## config.mk

```make
export PLATFORM = sky130hd
export DESIGN_NAME = hdlc_tx_framer_flat
export DESIGN_NICKNAME = d
export VERILOG_FILES = /design/src/rtl/hdlc_pkg.sv /design/src/rtl/hdlc_tx_framer_if.sv /design/src/rtl/hdlc_stuff_counter.sv /design/src/rtl/hdlc_tx_framer.sv /design/src/flat_wrapper.sv
export SDC_FILE = /design/constraint.sdc
export NUM_CORES = 1
export LEC_CHECK = 0
export BUFFER_PORTS_ARGS = -buffer_cell sky130_fd_sc_hd__buf_2
export CAP_MARGIN = 20
export CORE_MARGIN = 5
export CORE_UTILIZATION = 55
export CTS_BUF_LIST = sky130_fd_sc_hd__clkbuf_2 sky130_fd_sc_hd__clkbuf_4 sky130_fd_sc_hd__clkbuf_8
export CTS_CLUSTER_DIAMETER = 40
export DETAILED_ROUTE_END_ITERATION = 12
export GPL_TIMING_DRIVEN = 0
export HOLD_SLACK_MARGIN = 0.05
export PLACE_DENSITY = 0.75
export SYNTH_ARGS = -nofsm -noshare
export SYNTH_HDL_FRONTEND = slang
export SYNTH_SLANG_ARGS = --single-unit
export TNS_END_PERCENT = 10
```

## constraint.sdc

```tcl
create_clock -name clk -period 3.35 [get_ports clk]
set_clock_uncertainty 0.15 [all_clocks]
set_input_delay 0.1675 -clock clk [delete_from_list [all_inputs] [get_ports clk]]
set_output_delay 0.1675 -clock clk [all_outputs]
set_load 0.01 [all_outputs]
```

## src/rtl/hdlc_pkg.sv

```systemverilog
// Shared HDLC line definitions: FSM state codes, flag/abort patterns and
// the default stuffing run length. Used by both transmitter and receiver.
package hdlc_pkg;

    typedef logic [2:0] hdlc_state_t;

    localparam hdlc_state_t ST_IDLE  = 3'd0;
    localparam hdlc_state_t ST_OPEN  = 3'd1;
    localparam hdlc_state_t ST_DATA  = 3'd2;
    localparam hdlc_state_t ST_STUFF = 3'd3;
    localparam hdlc_state_t ST_CLOSE = 3'd4;
    localparam hdlc_state_t ST_ABORT = 3'd5;

    localparam logic [7:0] FLAG_PATTERN  = 8'h7E;
    // LSB first: one 0 then seven 1s.
    localparam logic [7:0] ABORT_PATTERN = 8'hFE;

    localparam int STUFF_RUN_DEF = 5;

endpackage

```

## src/rtl/hdlc_tx_framer_if.sv

```systemverilog
// Byte-stream valid/ready handshake into the framer.
// Ports: in_valid, in_data[7:0] (LSB sent first), in_last, in_ready.
interface hdlc_tx_framer_if;

    logic       in_valid;
    logic [7:0] in_data;
    logic       in_last;
    logic       in_ready;

    modport master (
        output in_valid,
        output in_data,
        output in_last,
        input  in_ready
    );

    modport slave (
        input  in_valid,
        input  in_data,
        input  in_last,
        output in_ready
    );

endinterface

```

## src/rtl/hdlc_stuff_counter.sv

```systemverilog
// Consecutive-ones counter for bit stuffing; saturates at STUFF_RUN.
// Ports: clk, reset, clr, shift_en, bit_in -> stuff_req (this bit completes a run).
import hdlc_pkg::*;

module hdlc_stuff_counter #(
    parameter int STUFF_RUN = STUFF_RUN_DEF
) (
    input  logic clk,
    input  logic reset,
    input  logic clr,
    input  logic shift_en,
    input  logic bit_in,
    output logic stuff_req
);

    localparam int W = $clog2(STUFF_RUN + 1);
    localparam logic [W-1:0] RUN    = W'(STUFF_RUN);
    localparam logic [W-1:0] RUN_M1 = W'(STUFF_RUN - 1);

    logic [W-1:0] cnt;

    // Combinational so the stuffed 0 can follow the completing 1 directly.
    assign stuff_req = shift_en & bit_in & (cnt == RUN_M1);

    always_ff @(posedge clk) begin
        if (reset || clr) begin
            cnt <= '0;
        end else if (shift_en) begin
            if (!bit_in) begin
                cnt <= '0;
            end else if (cnt != RUN) begin
                cnt <= cnt + 1'b1;
            end
        end
    end

endmodule

```

## src/rtl/hdlc_tx_framer.sv

```systemverilog
// HDLC bit-serial transmitter: flags, zero-bit stuffing, abort on request/underrun.
// Ports: clk, reset, in_if (byte handshake), abort -> out_bit, out_frame, out_stuff, out_abort, err_underrun.
import hdlc_pkg::*;

module hdlc_tx_framer #(
    parameter bit IDLE_FLAGS = 1'b1,
    parameter int STUFF_RUN  = STUFF_RUN_DEF
) (
    input  logic               clk,
    input  logic               reset,
    hdlc_tx_framer_if.slave    in_if,
    input  logic               abort,
    output logic               out_bit,
    output logic               out_frame,
    output logic               out_stuff,
    output logic               out_abort,
    output logic               err_underrun
);

    hdlc_state_t st, n_st;
    logic [2:0]  idx, n_idx;
    logic [7:0]  shreg;
    logic        sh_last;
    logic [7:0]  hold_data;
    logic        hold_last;
    logic        hold_valid;
    logic        bdone, n_bdone;
    logic        upend, n_upend;

    logic n_bit, n_frame, n_stuff, n_abort, n_err;
    logic load, flush, xfer;
    logic data_en, stuff_req, byte_end, abort_hit;

    assign in_if.in_ready = ~hold_valid;
    assign xfer = in_if.in_valid & ~hold_valid;

    // A data bit goes onto the line only in DATA without an abort override.
    assign data_en = (st == ST_DATA) & ~abort;

    hdlc_stuff_counter #(
        .STUFF_RUN (STUFF_RUN)
    ) u_cnt (
        .clk       (clk),
        .reset     (reset),
        .clr       (~data_en),
        .shift_en  (data_en),
        .bit_in    (shreg[idx]),
        .stuff_req (stuff_req)
    );

    assign abort_hit = abort & ((st == ST_DATA) | (st == ST_STUFF));

    // Byte finished with no stuff bit still owed.
    assign byte_end = ~abort &
        (((st == ST_DATA) & ~stuff_req & (idx == 3'd7)) |
         ((st == ST_STUFF) & bdone));

    always_comb begin
        n_st    = st;
        n_idx   = idx + 3'd1;
        n_bit   = 1'b1;
        n_frame = 1'b0;
        n_stuff = 1'b0;
        n_abort = 1'b0;
        n_err   = 1'b0;
        n_bdone = 1'b0;
        n_upend = 1'b0;
        load    = 1'b0;
        flush   = 1'b0;
        unique case (st)
            ST_IDLE: begin
                n_bit = IDLE_FLAGS ? FLAG_PATTERN[idx] : 1'b1;
                if (idx == 3'd7 && hold_valid) n_st = ST_OPEN;
            end
            ST_OPEN: begin
                n_bit   = FLAG_PATTERN[idx];
                n_frame = 1'b1;
                if (idx == 3'd7) begin
                    n_st = ST_DATA;
                    load = 1'b1;
                end
            end
            ST_DATA: begin
                n_bit   = shreg[idx];
                n_frame = 1'b1;
                if (stuff_req) begin
                    n_st    = ST_STUFF;
                    n_bdone = (idx == 3'd7);
                end
            end
            ST_STUFF: begin
                n_bit   = 1'b0;
                n_frame = 1'b1;
                n_stuff = 1'b1;
                // Stuff bit is not part of the byte: hold the index.
                n_idx   = idx;
                if (!bdone) n_st = ST_DATA;
            end
            ST_CLOSE: begin
                n_bit   = FLAG_PATTERN[idx];
                n_frame = 1'b1;
                if (idx == 3'd7) begin
                    if (hold_valid) begin
                        n_st = ST_DATA;
                        load = 1'b1;
                    end else begin
                        n_st = ST_IDLE;
                    end
                end
            end
            ST_ABORT: begin
                n_bit = ABORT_PATTERN[idx];
                n_err = upend & (idx == 3'd0);
                if (idx == 3'd7) begin
                    n_abort = 1'b1;
                    n_st    = ST_IDLE;
                end
            end
            default: begin
                n_st  = ST_IDLE;
                n_idx = 3'd0;
            end
        endcase

        if (byte_end) begin
            if (sh_last) begin
                n_st = ST_CLOSE;
            end else if (hold_valid) begin
                n_st = ST_DATA;
                load = 1'b1;
            end else begin
                n_st    = ST_ABORT;
                n_upend = 1'b1;
                flush   = 1'b1;
            end
        end

        // Requested abort replaces this cycle's bit with the first abort bit.
        if (abort_hit) begin
            n_bit   = ABORT_PATTERN[0];
            n_frame = 1'b0;
            n_stuff = 1'b0;
            n_st    = ST_ABORT;
            n_idx   = 3'd1;
            n_bdone = 1'b0;
            n_upend = 1'b0;
            load    = 1'b0;
            flush   = 1'b1;
        end
    end

    always_ff @(posedge clk) begin
        if (reset) begin
            st           <= ST_IDLE;
            idx          <= 3'd0;
            shreg        <= 8'd0;
            sh_last      <= 1'b0;
            hold_data    <= 8'd0;
            hold_last    <= 1'b0;
            hold_valid   <= 1'b0;
            bdone        <= 1'b0;
            upend        <= 1'b0;
            out_bit      <= 1'b1;
            out_frame    <= 1'b0;
            out_stuff    <= 1'b0;
            out_abort    <= 1'b0;
            err_underrun <= 1'b0;
        end else begin
            st           <= n_st;
            idx          <= n_idx;
            bdone        <= n_bdone;
            upend        <= n_upend;
            out_bit      <= n_bit;
            out_frame    <= n_frame;
            out_stuff    <= n_stuff;
            out_abort    <= n_abort;
            err_underrun <= n_err;
            if (load) begin
                shreg   <= hold_data;
                sh_last <= hold_last;
            end else if (flush) begin
                shreg   <= 8'd0;
                sh_last <= 1'b0;
            end
            if (flush || load) begin
                hold_valid <= 1'b0;
            end else if (xfer) begin
                hold_valid <= 1'b1;
                hold_data  <= in_if.in_data;
                hold_last  <= in_if.in_last;
            end
        end
    end

endmodule
```

## src/flat_wrapper.sv

```systemverilog
// flat-port wrapper written by rule: the top's interface ports become plain ports
module hdlc_tx_framer_flat 
#(
    parameter bit IDLE_FLAGS = 1'b1,
    parameter int STUFF_RUN  = STUFF_RUN_DEF
)
  (clk, reset, abort, out_bit, out_frame, out_stuff, out_abort, err_underrun, in_if_in_valid, in_if_in_data, in_if_in_last, in_if_in_ready);
  hdlc_tx_framer_if in_if_i ();
  input  logic clk;
  input  logic reset;
  input  logic abort;
  output logic out_bit;
  output logic out_frame;
  output logic out_stuff;
  output logic out_abort;
  output logic err_underrun;
  input wire logic [$bits(in_if_i.in_valid)-1:0] in_if_in_valid;
  input wire logic [$bits(in_if_i.in_data)-1:0] in_if_in_data;
  input wire logic [$bits(in_if_i.in_last)-1:0] in_if_in_last;
  output wire logic [$bits(in_if_i.in_ready)-1:0] in_if_in_ready;
  assign in_if_i.in_valid = in_if_in_valid;
  assign in_if_i.in_data = in_if_in_data;
  assign in_if_i.in_last = in_if_in_last;
  assign in_if_in_ready = in_if_i.in_ready;
  hdlc_tx_framer #(.IDLE_FLAGS(IDLE_FLAGS), .STUFF_RUN(STUFF_RUN)) u_core (.clk(clk), .reset(reset), .in_if(in_if_i), .abort(abort), .out_bit(out_bit), .out_frame(out_frame), .out_stuff(out_stuff), .out_abort(out_abort), .err_underrun(err_underrun));
endmodule
```

==> flow_summary.json <==
{
  "synth_top_family_by_area": "simple AND/OR/NAND/NOR gates",
  "dp_slack_ns": 0.764,
  "dieArea_mm2": 0.00457,
  "track_usage_pct": 20.2,
  "min_to": "u_core.idx[0]$_SDFFE_PP0N_",
  "met3_usage_pct": 5.82,
  "period_share_pct": 78.3,
  "grt_overflow": 0,
  "grt_pass1_wl_um": 6790,
  "synth.cell_area_mm2": 0.00182,
  "yosys_warnings": 0,
  "area_growth_pct": 16.5,
  "nNetsFinal": 249,
  "rsz0062_at_grt": "no",
  "holdPathStages": 3,
  "worst-r2r-cell-count": 7,
  "netlist_instances": 195,
  "r2r_slack_ns": 0.73,
  "setup_viol": 0,
  "regArea_um2": 701,
  "fin_tns_setup_ns": 0,
  "pwr-share-comb_pct": 16.8,
  "hold_path.class": "input pin to flip-flop",
  "synth_mux_area_share_pct": 7.75,
  "whs_ns": 0.110,
  "vias": 1536,
  "yosys.area_share.simple_pct": 23.1,
  "worst_slew_pin_slew_ns": 0.567,
  "core_area_mm2": 0.00328,
  "synthAdderAreaFrac_pct": 4.80,
  "yosysSeqAreaShare_pct": 38.4,
  "worstPathMaxFanout": 9,
  "ant_nets": 0,
  "clockPowerShare_pct": 28.2,
  "route.detailed.drc": 0,
  "cts_tree": "built",
  "max_cap_violations": 0,
  "wl_per_cell_um": 14.7,
  "start_util_pct": 55.5,
  "hpwl_um": 2930,
  "sequentialPowerShare_pct": 55.0,
  "finalHoldViolCount": 0,
  "multi_input_area_mm2": 0.00104,
  "crit-reg2reg-launch": "u_core.idx[1]$_SDFFE_PP0P_",
  "die_w_um": 67.6,
  "internal-power_mw": 0.581,
  "synth_compound_area_share_pct": 20.4,
  "clk-insertion-delay-late_ns": 0.34,
  "drt-vias-per-instance": 5.57,
  "clock_path_buffers": 2,
  "fin_crit_ns": 2.62,
  "cts.repair.resized": 0,
  "status": "completed",
  "slew_viol_final": 0,
  "ys_ff_latch": 35,
  "max_slew_margin_pct": 61.9,
  "rows": 21,
  "switching_power_mw": 0.236,
  "startpoint_type": "flip-flop",
  "worst_ep_required_time_ns": 3.49,
  "layout_commonest_cell": "dfxtp_1",
  "setup_ws_ns": 0.728,
  "drt_first_pass_iters": 5,
  "clkTransAtPathRegs_ns": 0.11,
  "crit_arrival_ns": 2.76,
  "r2r_end": "u_core.shreg[7]$_SDFFE_PP0P_",
  "ir_drop_v": 0.000245,
  "grt_pass1_vias": 1493,
  "grt-busiest-layer": "met2",
  "cts_made_buffers": 5,
  "p_leak_nw": 0.831,
  "async_reset_ff_share_pct": 0,
  "synthFlopType": "dfxtp_1",
  "fill_cells": 295,
  "htreeDepth": 2,
  "grtUsageMet1_pct": 24.1,
  "diodes": 0,
  "p_per_area_mw_per_mm2": 385,
  "synth-xor-area-share_pct": 0.960,
  "drive_gt1_share_pct": 17.4,
  "cts_root_buffer": "clkbuf_4",
  "ys_types": 46,
  "die_h_um": 67.6,
  "ioPinCount": 19,
  "crit_type": "flip-flop to flip-flop",
  "netSwitchingFraction_pct": 28.9,
  "synth_nets": 215,
  "synth_edf_count": 0,
  "use_met2_pct": 34.0,
  "drt-total-wl_um": 4070,
  "antenna_found_initial": 0,
  "port_buffers": 17,
  "final_cell_mix": "dfxtp_1 (35), nand2b_1 (24), buf_2 (21)",
  "holdCritStartpoint": "abort",
  "clkSinkCount": 35,
  "drtIter0Drc": 97,
  "syn_avg_cell_area_um2": 9.36,
  "fmax_ghz": 0.381,
  "end_kind": "flip-flop",
  "gp_congestion": 0.867,
  "grt_max_degree": 12
}
worst max path at each step:
stage / depth (start not counted) / slack [ns] / from / to
2_1_floorplan: 7 / 1.18 / u_core.idx[1]$_SDFFE_PP0P_ / u_core.shreg[0]$_SDFFE_PP0P_
6_report: 7 / 0.73 / u_core.idx[1]$_SDFFE_PP0P_ / u_core.shreg[7]$_SDFFE_PP0P_
3_5_place_dp: 7 / 0.76 / u_core.idx[1]$_SDFFE_PP0P_ / u_core.shreg[7]$_SDFFE_PP0P_
4_1_cts: 7 / 0.72 / u_core.idx[1]$_SDFFE_PP0P_ / u_core.shreg[7]$_SDFFE_PP0P_
5_1_grt: 7 / 0.50 / u_core.idx[1]$_SDFFE_PP0P_ / u_core.shreg[7]$_SDFFE_PP0P_
3_3_place_gp: 7 / 0.84 / u_core.idx[1]$_SDFFE_PP0P_ / u_core.shreg[6]$_SDFFE_PP0P_
kinds of logic after synthesis:
group | after synthesis
and+or+nand+nor | 72
AOI/OAI and AO/OA | 47
DFF | 35
buffers and inverters | 18
muxes | 14
adders and majority gates | 7
xor gates and xnor gates | 2
metal layers:
layer  routed length, um  vias up
met5                   0        -
met4                  72        0
met3                 131        7
met2                2000       28
met1                1870      738
li1                    -      763
area by class of cell:
cell class,instances,area share [%]
clock buffer,6,2.12
buffer,10,2.53
multi-input combinational,142,48.9
clock inverter,2,0.589
inverter,8,1.41
sequential,35,33.0
timing repair buffer,27,8.72
tap,46,2.71
cell usage after synthesis (3+ instances only):
master	instances	area, um^2
dfxtp_1	35	701
nand2b_1	24	150
nor2_1	14	52.6
mux2i_1	13	130
a21oi_1	9	45.0
a22o_1	9	78.8
inv_1	8	30.0
nand2_1	8	30.0
ha_1	7	87.6
o21ai_0	5	25.0
a31oi_1	4	25.0
buf_2	4	20.0
clkbuf_1	4	15.0
nor2b_1	4	25.0
nor4_1	4	25.0
a211oi_1	3	22.5
and3_1	3	18.8
per-stage QoR:
step | util (%) | power, mW | area [um^2] | cells
finish | 64.7 | 0.817 | 2120 | 276
global route | 64.7 | 0.858 | 2120 | 276
floorplan | - | 0.548 | 1820 | 195
detailed placement | 59.9 | 0.587 | 1970 | 258
global placement | 59.9 | 0.578 | 1970 | 258
CTS | 64.7 | 0.820 | 2120 | 276
registers in the layout (all words and copies together) (netlist names):
| signal | flops |
|---|---|
| u_core.out_stuff | 1 |
| u_core.out_bit | 1 |
| u_core.err_underrun | 1 |
| u_core.idx | 3 |
| u_core.upend | 1 |
| u_core.hold_valid | 1 |
| u_core.st | 3 |
| u_core.hold_last | 1 |
| u_core.out_abort | 1 |
| u_core.hold_data | 8 |
| u_core.bdone | 1 |
| u_core.u_cnt.cnt | 3 |
| u_core.sh_last | 1 |
| u_core.shreg | 8 |
| u_core.out_frame | 1 |
power by group through the flow:
stage          clock network (mW)  logic, mW  registers (mW)
2_1_floorplan                   0     0.0937           0.454
3_3_place_gp                    0      0.121           0.457
3_5_place_dp                    0      0.128           0.459
4_1_cts                     0.233      0.138           0.450
5_1_grt                     0.253      0.152           0.453
6_report                    0.230      0.137           0.449
critical path, cell delays in order (launching register included):
cell and delay (ns):
dfxtp_1 0.40, ha_1 0.22, ha_1 0.28, nor2b_1 0.17
a21boi_0 0.40, nor3_1 0.14, nor4_4 0.57, a22o_1 0.24
what timing repair did:
item,CTS,global route
setup buffers,0,0
hold endpoints to repair,10,0
hold buffers,10,0
Note: power is estimated with default switching activity, not from simulation.
